<file path="src/rtl/axis_frame_arbiter.sv">
// axis_frame_arbiter
//   Two-requester AXI4-Stream arbiter that hands the shared downstream stream
//   to one source at a time. Ownership is round robin and is released on a
//   counted TLAST. There is always exactly one idle bubble cycle between grants.
//
//   Optional feature macro: ARB_FRAME_LOCK_EN
//     undefined : per-line round robin. TUSER is ignored for eligibility, and
//                 every counted TLAST ends the grant.
//     defined   : whole-frame ownership. A source is eligible only when it
//                 presents TUSER=1. The grant ends on the counted TLAST that
//                 completes line LINES_PER_FRAME-1.
//
// Parameters
//   C_AXIS_TDATA_WIDTH : TDATA width of all streams (TSTRB is width/8)
//   LINES_PER_FRAME    : TLAST count per frame, 1..4095
//
// Ports
//   AXIS_ACLK, AXIS_ARESETN             : clock, synchronous active-low reset
//   S0_AXIS_* / S1_AXIS_*               : requester streams (TUSER = start of frame)
//   M_AXIS_*                            : shared downstream stream
//   GRANT                               : one-hot current owner, 00 = none
//   LINE_CNT                            : completed lines in the current grant
//   FRAME_DONE                          : one-cycle pulse after the grant-ending TLAST
//   SOF_ERR                             : sticky, TUSER seen on a mid-grant beat
module axis_frame_arbiter #(
  parameter int C_AXIS_TDATA_WIDTH = 32,
  parameter int LINES_PER_FRAME    = 1024
) (
  input  logic                            AXIS_ACLK,
  input  logic                            AXIS_ARESETN,
  input  logic                            S0_AXIS_TVALID,
  input  logic [C_AXIS_TDATA_WIDTH-1:0]   S0_AXIS_TDATA,
  input  logic [C_AXIS_TDATA_WIDTH/8-1:0] S0_AXIS_TSTRB,
  input  logic                            S0_AXIS_TLAST,
  input  logic                            S0_AXIS_TUSER,
  output logic                            S0_AXIS_TREADY,
  input  logic                            S1_AXIS_TVALID,
  input  logic [C_AXIS_TDATA_WIDTH-1:0]   S1_AXIS_TDATA,
  input  logic [C_AXIS_TDATA_WIDTH/8-1:0] S1_AXIS_TSTRB,
  input  logic                            S1_AXIS_TLAST,
  input  logic                            S1_AXIS_TUSER,
  output logic                            S1_AXIS_TREADY,
  output logic                            M_AXIS_TVALID,
  output logic [C_AXIS_TDATA_WIDTH-1:0]   M_AXIS_TDATA,
  output logic [C_AXIS_TDATA_WIDTH/8-1:0] M_AXIS_TSTRB,
  output logic                            M_AXIS_TLAST,
  output logic                            M_AXIS_TUSER,
  input  logic                            M_AXIS_TREADY,
  output logic [1:0]                      GRANT,
  output logic [11:0]                     LINE_CNT,
  output logic                            FRAME_DONE,
  output logic                            SOF_ERR
);

  if (LINES_PER_FRAME < 1 || LINES_PER_FRAME > 4095) begin : g_lpf_range
    $error("axis_frame_arbiter: LINES_PER_FRAME must be in 1..4095");
  end

  typedef enum logic [1:0] {
    IDLE = 2'd0,
    GNT0 = 2'd1,
    GNT1 = 2'd2
  } state_t;

  state_t      state;
  logic        last;
  logic        first_beat;
  logic [11:0] line_cnt;
  logic        frame_done;
  logic        sof_err;

  logic        elig0;
  logic        elig1;
  logic        grant_end;
  logic        beat_fire;

`ifdef ARB_FRAME_LOCK_EN
  localparam logic [11:0] LAST_LINE = 12'(LINES_PER_FRAME - 1);

  // A frame may only be claimed at its first beat.
  assign elig0     = S0_AXIS_TVALID & S0_AXIS_TUSER;
  assign elig1     = S1_AXIS_TVALID & S1_AXIS_TUSER;
  assign grant_end = (line_cnt == LAST_LINE);
`else
  assign elig0     = S0_AXIS_TVALID;
  assign elig1     = S1_AXIS_TVALID;
  assign grant_end = 1'b1;
`endif

  // Zero-latency pass-through of the owner's stream. Everything is gated by
  // the reset input so the outputs go quiet as soon as reset is asserted,
  // even before the first clock edge.
  always_comb begin
    M_AXIS_TVALID  = 1'b0;
    M_AXIS_TDATA   = '0;
    M_AXIS_TSTRB   = '0;
    M_AXIS_TLAST   = 1'b0;
    M_AXIS_TUSER   = 1'b0;
    S0_AXIS_TREADY = 1'b0;
    S1_AXIS_TREADY = 1'b0;
    GRANT          = 2'b00;
    if (AXIS_ARESETN) begin
      case (state)
        GNT0: begin
          M_AXIS_TVALID  = S0_AXIS_TVALID;
          M_AXIS_TDATA   = S0_AXIS_TDATA;
          M_AXIS_TSTRB   = S0_AXIS_TSTRB;
          M_AXIS_TLAST   = S0_AXIS_TLAST;
          M_AXIS_TUSER   = S0_AXIS_TUSER;
          S0_AXIS_TREADY = M_AXIS_TREADY;
          GRANT          = 2'b01;
        end
        GNT1: begin
          M_AXIS_TVALID  = S1_AXIS_TVALID;
          M_AXIS_TDATA   = S1_AXIS_TDATA;
          M_AXIS_TSTRB   = S1_AXIS_TSTRB;
          M_AXIS_TLAST   = S1_AXIS_TLAST;
          M_AXIS_TUSER   = S1_AXIS_TUSER;
          S1_AXIS_TREADY = M_AXIS_TREADY;
          GRANT          = 2'b10;
        end
        default: ;
      endcase
    end
  end

  assign beat_fire = M_AXIS_TVALID & M_AXIS_TREADY;

  // Arbitration FSM. Releasing a grant always returns to IDLE for one cycle,
  // which is the bubble between owners. 'last' remembers the previous owner,
  // so a tie goes to the other requester.
  always_ff @(posedge AXIS_ACLK) begin
    if (!AXIS_ARESETN) begin
      state      <= IDLE;
      last       <= 1'b1;
      first_beat <= 1'b0;
      line_cnt   <= '0;
      frame_done <= 1'b0;
      sof_err    <= 1'b0;
    end else begin
      frame_done <= 1'b0;
      case (state)
        IDLE: begin
          if (elig0 && (!elig1 || last)) begin
            state      <= GNT0;
            first_beat <= 1'b1;
          end else if (elig1) begin
            state      <= GNT1;
            first_beat <= 1'b1;
          end
        end
        GNT0, GNT1: begin
          if (beat_fire) begin
            first_beat <= 1'b0;
            if (M_AXIS_TUSER && !first_beat) begin
              sof_err <= 1'b1;
            end
            if (M_AXIS_TLAST) begin
              if (grant_end) begin
                state      <= IDLE;
                last       <= (state == GNT1);
                line_cnt   <= '0;
                frame_done <= 1'b1;
              end else begin
                line_cnt <= line_cnt + 12'd1;
              end
            end
          end
        end
        default: state <= IDLE;
      endcase
    end
  end

  assign LINE_CNT   = line_cnt;
  assign FRAME_DONE = frame_done;
  assign SOF_ERR    = sof_err;

endmodule

</file>
<file path="config.mk">
export PLATFORM = sky130hd
export DESIGN_NAME = axis_frame_arbiter
export DESIGN_NICKNAME = d
export VERILOG_FILES = /design/src/rtl/axis_frame_arbiter.sv
export SDC_FILE = /design/constraint.sdc
export NUM_CORES = 1
export LEC_CHECK = 0
export CORE_MARGIN = 4
export CORE_UTILIZATION = 26
export DETAILED_ROUTE_END_ITERATION = 12
export PLACE_DENSITY = 0.86
export RECOVER_POWER = 100
export SYNTH_ARGS = -nofsm -noshare
export SYNTH_HDL_FRONTEND = slang
export SYNTH_SLANG_ARGS = --single-unit
</file>
<file path="constraint.sdc">
create_clock -name AXIS_ACLK -period 2.54 [get_ports AXIS_ACLK]
set_input_delay 0.254 -clock AXIS_ACLK [delete_from_list [all_inputs] [get_ports AXIS_ACLK]]
set_output_delay 0.254 -clock AXIS_ACLK [all_outputs]
set_load 0.01 [all_outputs]
</file>
==> results.py, run 1 <==
metrics = {
    "outcome": {
        "status": "completed",
    },
    "drt": {
        "drt.antenna.violating_nets": 0,
        "drt-wirelength-per-cell_um": 14.5,
        "total_iterations_of_the_first_detailed_routing_run": 4,
        "vias": 1470,
        "drc_errors": 0,
        "routed_wirelength_um": 4510,
        "avgViaCountPerCell": 4.73,
        "drt_iter0_markers": 41,
    },
    "synthesis": {
        "yosysTopAreaCell": "sky130_fd_sc_hd__a22oi_1",
        "synth_cells": 145,
        "synth-seq-area-share_pct": 12.7,
        "netlist-cell-type-count": 27,
        "syn-cell-area_um2": 947,
        "synthesis_stage_register_bit_count": 6,
        "top_cell_type_s_share_of_synthesized_area_pct": 29.3,
        "avgSynthCellArea_um2": 6.53,
        "ys_top_cells_by_area": "sky130_fd_sc_hd__a22oi_1, sky130_fd_sc_hd__nor2_1, sky130_fd_sc_hd__dfxtp_1",
        "yosysWarningCount": 0,
    },
    "critical_path": {
        "worstPathArrival_ns": 2.11,
        "critical_path.startpoint_type": "register",
        "path_class": "reg2out",
        "cp-end-kind": "output port",
        "critical_path_required_ns": 2.29,
        "critical_path.max_fanout": 26,
    },
    "cts": {
        "clk-insertion-delay-late_ns": 0.24,
        "worst_setup_hold_path_clk_slew_ns": 0.04,
        "clock-sinks": 6,
        "clockRootBuffer": "sky130_fd_sc_hd__clkbuf_4",
        "post_cts_buffers": 0,
        "ctsResizeCount": 0,
        "numCtsBuffers": 3,
        "holdBufCountCts": 0,
        "tritoncts": "built",
        "clk_path_buf_depth": 2,
        "cts_max_level": 1,
    },
    "global_route": {
        "grtUsageMet3_pct": 6.57,
        "grt_max_degree": 27,
        "grtUsageTotal_pct": 18.1,
        "grt_overflow": 0,
        "globalRoute.busiestLayer": "met2",
        "grt_antenna_before_repair": 0,
        "grt_pass1_vias": 1454,
        "global_route.usage.met1_pct": 18.2,
        "grt.met2_usage_pct": 34.5,
        "wire_length_of_the_first_global_routing_pass_um": 6400,
    },
    "sta": {
        "fin_crit_sh_pct": 93.2,
        "setup_total_negative_slack_ns": 0,
        "finalWorstPathRequiredPeriod_ns": 2.37,
        "setup_viol": 0,
        "headroom_to_the_max_slew_limit_pct": 64.6,
        "finalClockSkew_ns": 0.00115,
        "timing.final.hold_violations": 0,
        "timing.hold.ws_ns": 0.466,
        "drv_slew": 0,
        "timing_worst_slew_pin_value_ns": 0.527,
        "max_freq_mhz": 422,
        "rsz0062_at_grt": "false",
    },
    "pwr": {
        "power_density_nw_per_um2": 301,
        "power_switching_w": 0.000262,
        "vdd_drop_max_v": 0.000205,
        "switching_share_pct": 39.6,
        "total_leakage_power_nw": 0.915,
        "post-layout-total-power_w": 0.000662,
        "clkPwrFrac_pct": 12.8,
        "power.share.combinational_pct": 70.6,
        "intPower_w": 0.000400,
        "power.share.sequential_pct": 16.7,
    },
    "placement": {
        "portBuffers": 125,
        "routabilityCongestion": 0.753,
        "dp.final_hpwl_um": 3720,
        "dp.cells": 308,
    },
    "layout": {
        "final_common_cell": "sky130_fd_sc_hd__clkdlybuf4s50_1",
        "finish.net_count": 351,
        "num_antenna_cells": 0,
        "area_delta_synth_final_pct": 132,
        "fillerInstances": 308,
        "number_of_non_filler_instances_in_the_completed_layout": 311,
        "mostFrequentLayoutCells": "sky130_fd_sc_hd__clkdlybuf4s50_1, sky130_fd_sc_hd__dlygate4sd3_1, sky130_fd_sc_hd__nor2_1",
        "post_route_cells_drive_above_1_share_pct": 4.53,
    },
    "job": {
        "max-cap-violations": 0,
    },
    "die": {
        "floorplan.initialDensity_pct": 27.7,
        "std_cell_rows": 21,
        "top_level_ports": 138,
        "die_width_um": 68.4,
        "die_h_um": 68.4,
        "coreArea_um2": 3420,
        "dieArea_um2": 4670,
    },
    "min_path": {
        "hold_class": "reg2reg",
    },
}
## through the flow
step,instance area (µm²),setup slack (ns),util [%]
3_5_place_dp,2200,0.438,64.4
3_3_place_gp,2200,0.499,64.4
4_1_cts,2220,0.171,65.0
5_1_grt,2200,0.0433,64.5
2_1_floorplan,988,0.847,-
6_report,2200,0.171,64.5
## critical path, stage by stage (launching register included)
cell and delay [ns]:
sky130_fd_sc_hd__dfxtp_1 0.36, sky130_fd_sc_hd__inv_1 0.08, sky130_fd_sc_hd__ha_1 0.34, sky130_fd_sc_hd__nand2_1 0.08
sky130_fd_sc_hd__buf_4 0.22, sky130_fd_sc_hd__nor2_1 0.15, sky130_fd_sc_hd__dlygate4sd3_1 0.63
## registers in the layout, summed over array words and instances (netlist names)
name and flops:
state 2, SOF_ERR 1, FRAME_DONE 1, first_beat 1, last 1
## logic make-up (layout without fill, tap and decap cells)
kind of cell             count (synthesis)  count (layout)  share of synthesized area [%]
AND/OR/NAND/NOR                         57              57                           25.4
multiplexers                             1               1                           1.06
flip-flops                               6               6                           12.7
adder cells (fa/ha/maj)                  3               3                           3.96
buffers and inverters                   30             139                           17.6
other                                    1              12                          0.396
AO/OA/AOI/OAI                           47              47                           39.0
## worst paths after layout
path         slack [ns]     start  cells past startpoint               to
max                0.17  state[1]                      6  M_AXIS_TSTRB[2]
min                0.47   SOF_ERR                      1          SOF_ERR
max reg2reg        0.50  state[0]                      7         state[1]
min reg2reg        0.47   SOF_ERR                      1          SOF_ERR
## cells in the mapped netlist, drive strengths merged
library cell,number
nand3,2
a41o,1
nand2,6
a21o,1
clkbuf,6
a22oi,39
o21ai,2
or2,1
mux2i,1
nor2,41
ha,3
nor4,1
o21a,1
inv,4
nor2b,1
dfxtp,6
o31ai,1
buf,20
and2,2
conb,1
and3,2
a21oi,2
nor3,1
## per-layer routing
layer,vias to the layer above,wire length (µm)
met5,-,0
met4,0,73
met3,6,518
met2,83,2250
met1,650,1670
li1,731,-
## power groups by stage
stage / Clock (W) / Combinational [W] / Sequential, W
after global routing: 0.0000917 / 0.000511 / 0.000111
after CTS: 0.0000873 / 0.000495 / 0.000110
after floorplan: 0 / 0.000267 / 0.000110
final: 0.0000845 / 0.000467 / 0.000110
after detailed placement: 0 / 0.000492 / 0.000112
after global placement: 0 / 0.000483 / 0.000111
## layout make-up
type | count | area, µm² | area share [%]
repair buffers | 132 | 1300 | 59.2
inverters | 4 | 15.0 | 0.682
multi-input cells | 120 | 683 | 31.0
well taps | 46 | 57.6 | 2.61
clock buffers | 3 | 22.5 | 1.02
flip-flops and latches | 6 | 120 | 5.45
No activity file was read; power rests on OpenSTA's default activity.
==> run 2, diff against run 1 <==
PLACE_DENSITY = 0.88   (was 0.86)
==> run 2 against run 1 <==
Worst setup slack better by 0.0018 ns. Clock-buffer cell count unchanged. Cell count did not move. Total power down 0.14%. Via count increased by 0.54%. First-iteration DRC count up 24%. Register-to-register slack got worse by 0.04 ns. Design area down 0.34%. Core utilization decreased by 0.22 points. Clock skew is 0.0029 ns higher. Non-clock buffer count unchanged. Largest cell class unchanged. Largest power group unchanged.
==> results.py, run 2 (synthesis gave the netlist of run 1 again) <==
metrics = {
    "critical_path": {
        "critical_path_required_ns": 2.29,
        "worstPathArrival_ns": 2.11,
        "critical_path.startpoint_type": "register",
        "r2r_slack_ns": 0.46,
        "cp-end-kind": "output port",
        "path_class": "reg2out",
        "critical_path.max_fanout": 25,
    },
    "layout": {
        "final_common_cell": "sky130_fd_sc_hd__clkdlybuf4s50_1",
        "mostFrequentLayoutCells": "sky130_fd_sc_hd__clkdlybuf4s50_1, sky130_fd_sc_hd__nor2_1, sky130_fd_sc_hd__a22oi_1",
        "num_antenna_cells": 0,
        "largest_reg_flops": 2,
        "finish.net_count": 351,
        "post_route_cells_drive_above_1_share_pct": 4.15,
        "area_delta_synth_final_pct": 132,
        "largest-register": "state",
    },
    "sta": {
        "rsz0062_at_grt": "false",
        "setup_total_negative_slack_ns": 0,
        "layout_setup_ws_ns": 0.173,
        "fin_crit_sh_pct": 93.2,
        "headroom_to_the_max_slew_limit_pct": 66.8,
        "timing.final.hold_violations": 0,
        "finalClockSkew_ns": 0.00406,
        "setup_viol": 0,
        "timing_worst_slew_pin_value_ns": 0.493,
        "drv_slew": 0,
        "finalWorstPathRequiredPeriod_ns": 2.37,
        "max_freq_mhz": 423,
    },
    "drt": {
        "vias": 1478,
        "drc_errors": 0,
        "total_iterations_of_the_first_detailed_routing_run": 4,
        "routed_wirelength_um": 4390,
        "avgViaCountPerCell": 4.75,
        "drt_iter0_markers": 51,
        "drt-wirelength-per-cell_um": 14.1,
        "drt.antenna.violating_nets": 0,
    },
    "cts": {
        "holdBufCountCts": 0,
        "worst_setup_hold_path_clk_slew_ns": 0.05,
        "tritoncts": "built",
        "clk_path_buf_depth": 2,
        "cts_max_level": 1,
        "numCtsBuffers": 3,
        "clockRootBuffer": "sky130_fd_sc_hd__clkbuf_4",
        "post_cts_buffers": 0,
        "ctsResizeCount": 0,
        "clock-sinks": 6,
        "clk-insertion-delay-late_ns": 0.25,
    },
    "global_route": {
        "grt_pass1_vias": 1489,
        "grtUsageTotal_pct": 17.6,
        "grt_max_degree": 28,
        "grt_overflow": 0,
        "wire_length_of_the_first_global_routing_pass_um": 6380,
        "grt_antenna_before_repair": 0,
    },
    "die": {
        "top_level_ports": 138,
        "floorplan.initialDensity_pct": 27.7,
        "die_h_um": 68.4,
        "die_width_um": 68.4,
        "dieArea_um2": 4670,
        "coreArea_um2": 3420,
        "std_cell_rows": 21,
    },
    "pwr": {
        "vdd_drop_max_v": 0.000149,
        "power_density_nw_per_um2": 301,
        "total_leakage_power_nw": 0.872,
    },
    "outcome": {
        "status": "completed",
    },
    "placement": {
        "portBuffers": 125,
        "routabilityCongestion": 0.767,
        "pre_cts_slack_ns": 0.487,
        "dp.final_hpwl_um": 3590,
    },
    "min_path": {
        "hold_class": "reg2reg",
    },
    "job": {
        "max-cap-violations": 0,
    },
}
-- run 2: changes by cell type in the layout (fill, tap and decap cells not counted) --
| cell | change |
|---|---|
| sky130_fd_sc_hd__clkbuf_2 | +1 |
| sky130_fd_sc_hd__nor3_2 | -1 |
| sky130_fd_sc_hd__dlygate4sd3_1 | -12 |
| sky130_fd_sc_hd__clkbuf_4 | +1 |
| sky130_fd_sc_hd__buf_4 | -2 |
| sky130_fd_sc_hd__nor3_1 | +1 |
| sky130_fd_sc_hd__clkdlybuf4s50_1 | +12 |
-- run 2: area by class of cell --
| type | count | area (µm²) |
|---|---|---|
| Clock buffer | 3 | 22.5 |
| Multi-Input combinational cell | 120 | 678 |
| Inverter | 4 | 15.0 |
| Tap cell | 46 | 57.6 |
| Timing Repair Buffer | 132 | 1300 |
| Sequential cell | 6 | 120 |
| Fill cell | 301 | 1220 |
-- run 2: metrics by stage --
stage                     util (%)  instance area (µm²)  total power (W)  instances  hold WS [ns]
after floorplan                  -                  988         0.000377        156         0.436
after global placement        64.4                 2200         0.000592        308         0.448
after detailed placement      64.4                 2200         0.000598        308         0.462
after CTS                     65.0                 2220         0.000690        311         0.468
after global routing          64.2                 2190         0.000718        311         0.493
final                         64.2                 2190         0.000661        311         0.462
-- run 2: path summary, 6_finish.rpt --
kind,endpoint,depth (start not counted),startpoint
worst max-delay path,M_AXIS_TDATA[14],6,state[0]
worst max register to register,state[1],7,state[0]
worst min-delay path,SOF_ERR,1,SOF_ERR
worst min register to register,SOF_ERR,1,SOF_ERR
-- run 2: power by group --
group	leakage, nW	internal, W	switching (W)
Clock	0.0138	0.0000535	0.0000350
Combinational	0.809	0.000242	0.000220
Sequential	0.0490	0.000104	0.00000619
Total	0.872	0.000400	0.000261
-- run 2: per-layer routing --
metal  track usage [%]  up-vias  wire [µm]
li1                  -      731          -
met1              18.6      655       1630
met2              32.3       86       2140
met3              6.90        6        559
met4              4.47        0         62
met5                 0        -          0
-- run 2: critical path, stage by stage, from the launching register on --
cell and delay (ns):
sky130_fd_sc_hd__dfxtp_1 0.35, sky130_fd_sc_hd__inv_1 0.08, sky130_fd_sc_hd__ha_1 0.34, sky130_fd_sc_hd__nand2_1 0.10, sky130_fd_sc_hd__clkbuf_4 0.30, sky130_fd_sc_hd__nor2_1 0.08
sky130_fd_sc_hd__dlygate4sd3_1 0.61
==> run 3, diff against run 2 <==
CTS_BUF_LIST = sky130_fd_sc_hd__clkbuf_16   (was unset)
CTS_CLUSTER_SIZE = 14   (was unset)
==> run 3 against run 2 <==
Maximum frequency increased by 1.4%. Worst setup slack better by 0.034 ns. Combinational power is essentially flat. Sequential power is essentially flat. Design area rose by 2.4%. Via count is 0.34% lower. Critical path type unchanged.
==> results.py, run 3 (synthesis gave the netlist of run 1 again) <==
metrics = {
    "sta": {
        "rsz0062_at_grt": "false",
        "finalClockSkew_ns": 0.00185,
        "drv_slew": 0,
        "headroom_to_the_max_slew_limit_pct": 67.1,
        "layout_setup_ws_ns": 0.207,
        "setup_total_negative_slack_ns": 0,
        "timing.final.hold_violations": 0,
        "finalWorstPathRequiredPeriod_ns": 2.33,
        "timing.hold.ws_ns": 0.459,
        "max_freq_mhz": 429,
        "fin_crit_sh_pct": 91.8,
        "setup_viol": 0,
        "timing_worst_slew_pin_value_ns": 0.489,
    },
    "min_path": {
        "min-delay-start": "SOF_ERR",
        "hold_class": "reg2reg",
        "cells_on_worst_hold_path": 1,
        "worstHoldEndpoint": "SOF_ERR",
    },
    "layout": {
        "number_of_non_filler_instances_in_the_completed_layout": 311,
        "final_common_cell": "sky130_fd_sc_hd__clkdlybuf4s50_1",
        "num_antenna_cells": 0,
        "finish.net_count": 351,
        "area_delta_synth_final_pct": 137,
        "largest-register": "state",
        "final_core_utilization_pct": 65.8,
        "largest_reg_flops": 2,
        "mostFrequentLayoutCells": "sky130_fd_sc_hd__clkdlybuf4s50_1, sky130_fd_sc_hd__nor2_1, sky130_fd_sc_hd__dlygate4sd3_1",
        "post_route_cells_drive_above_1_share_pct": 4.15,
    },
    "placement": {
        "portBuffers": 125,
        "dp.final_hpwl_um": 3590,
        "routabilityCongestion": 0.767,
        "pre_cts_slack_ns": 0.487,
        "dp.cells": 308,
    },
    "critical_path": {
        "cp-end-kind": "output port",
        "worst_r2r_endpoint": "state[1]",
        "timing.critical_path.cells": "inv_1 -> ha_1 -> clkbuf_2 -> a22oi_1 -> nor2_1 -> clkdlybuf4s50_1",
        "worstRegToRegCells": 7,
        "worstPathArrival_ns": 2.08,
        "critPathSlowestCell": "sky130_fd_sc_hd__clkdlybuf4s50_1",
        "critical_path.max_fanout": 17,
        "slowest_delay_ns": 0.48,
        "critical_path.startpoint_type": "register",
        "cp.buffers_inverters": 3,
        "path_class": "reg2out",
        "r2r_slack_ns": 0.46,
        "critical_path.reg2reg.startpoint": "state[0]",
        "critical_path_required_ns": 2.29,
        "critical_path.top_delay_family": "buffers and inverters",
    },
    "die": {
        "floorplan.initialDensity_pct": 27.7,
        "std_cell_rows": 21,
        "top_level_ports": 138,
        "die_width_um": 68.4,
        "die_h_um": 68.4,
        "dieArea_um2": 4670,
        "coreArea_um2": 3420,
    },
    "cts": {
        "clock-sinks": 6,
        "cts_max_level": 1,
        "holdBufCountCts": 0,
        "tritoncts": "built",
        "ctsResizeCount": 0,
        "post_cts_buffers": 0,
        "numCtsBuffers": 3,
        "clk_path_buf_depth": 2,
        "clockRootBuffer": "sky130_fd_sc_hd__clkbuf_16",
        "worst_setup_hold_path_clk_slew_ns": 0.03,
        "clk-insertion-delay-late_ns": 0.23,
    },
    "outcome": {
        "status": "completed",
    },
    "pwr": {
        "total_leakage_power_nw": 0.933,
        "power_density_nw_per_um2": 365,
        "vdd_drop_max_v": 0.000199,
    },
    "global_route": {
        "wire_length_of_the_first_global_routing_pass_um": 6430,
        "grtUsageTotal_pct": 17.8,
        "grt_overflow": 0,
        "grt_antenna_before_repair": 0,
        "grt_pass1_vias": 1485,
        "grt_max_degree": 28,
    },
    "drt": {
        "drt.antenna.violating_nets": 0,
        "drt-wirelength-per-cell_um": 14.0,
        "total_iterations_of_the_first_detailed_routing_run": 4,
        "routed_wirelength_um": 4350,
        "vias": 1473,
        "drc_errors": 0,
        "drt_iter0_markers": 37,
        "avgViaCountPerCell": 4.74,
    },
    "job": {
        "max-cap-violations": 0,
    },
}
==> run 3: cell count changes in the layout (fill, tap and decap cells not counted) <==
cell                              delta
sky130_fd_sc_hd__buf_4               +1
sky130_fd_sc_hd__clkbuf_16           +3
sky130_fd_sc_hd__clkbuf_4            -4
sky130_fd_sc_hd__clkdlybuf4s50_1    -11
sky130_fd_sc_hd__dlygate4sd3_1      +11
==> run 3: cell type report <==
| class | count | area [µm²] |
|---|---|---|
| repair buffers | 132 | 1300 |
| fillers | 294 | 1170 |
| multi-input cells | 120 | 678 |
| flip-flops and latches | 6 | 120 |
| clock buffers | 3 | 75.1 |
| well taps | 46 | 57.6 |
| inverters | 4 | 15.0 |
==> run 3: worst max-delay path by stage <==
| stage | start | end | cells past startpoint |
|---|---|---|---|
| detailed placement | state[0] | M_AXIS_TDATA[28] | 6 |
| floorplan | state[0] | M_AXIS_TDATA[21] | 6 |
| global placement | state[0] | M_AXIS_TDATA[14] | 6 |
| global route | state[0] | M_AXIS_TVALID | 6 |
| CTS | state[0] | M_AXIS_TDATA[28] | 6 |
| finish | state[0] | M_AXIS_TVALID | 6 |
==> run 3: per-layer routing <==
layer  global-route usage (%)  wire length [µm]  up-vias  share of wire (%)
met3                     6.90               543        6                 12
met2                     31.9              2120       85                 49
met5                        0                 0        -                  0
li1                         -                 -      731                  -
met1                     19.2              1610      651                 37
met4                     5.21                73        0                1.7
==> run 3: report_power, final <==
| group | internal (W) | total, W | switching, W | leakage (nW) |
|---|---|---|---|---|
| Combinational | 0.000240 | 0.000460 | 0.000219 | 0.847 |
| Sequential | 0.000104 | 0.000110 | 0.00000618 | 0.0490 |
| Clock | 0.000202 | 0.000251 | 0.0000495 | 0.0370 |
==> run 3: through the flow <==
stage                     area, µm²  total power, W
after floorplan                 988        0.000377
after CTS                      2270        0.000854
after global routing           2250        0.000885
after detailed placement       2200        0.000598
after global placement         2200        0.000592
final                          2250        0.000821
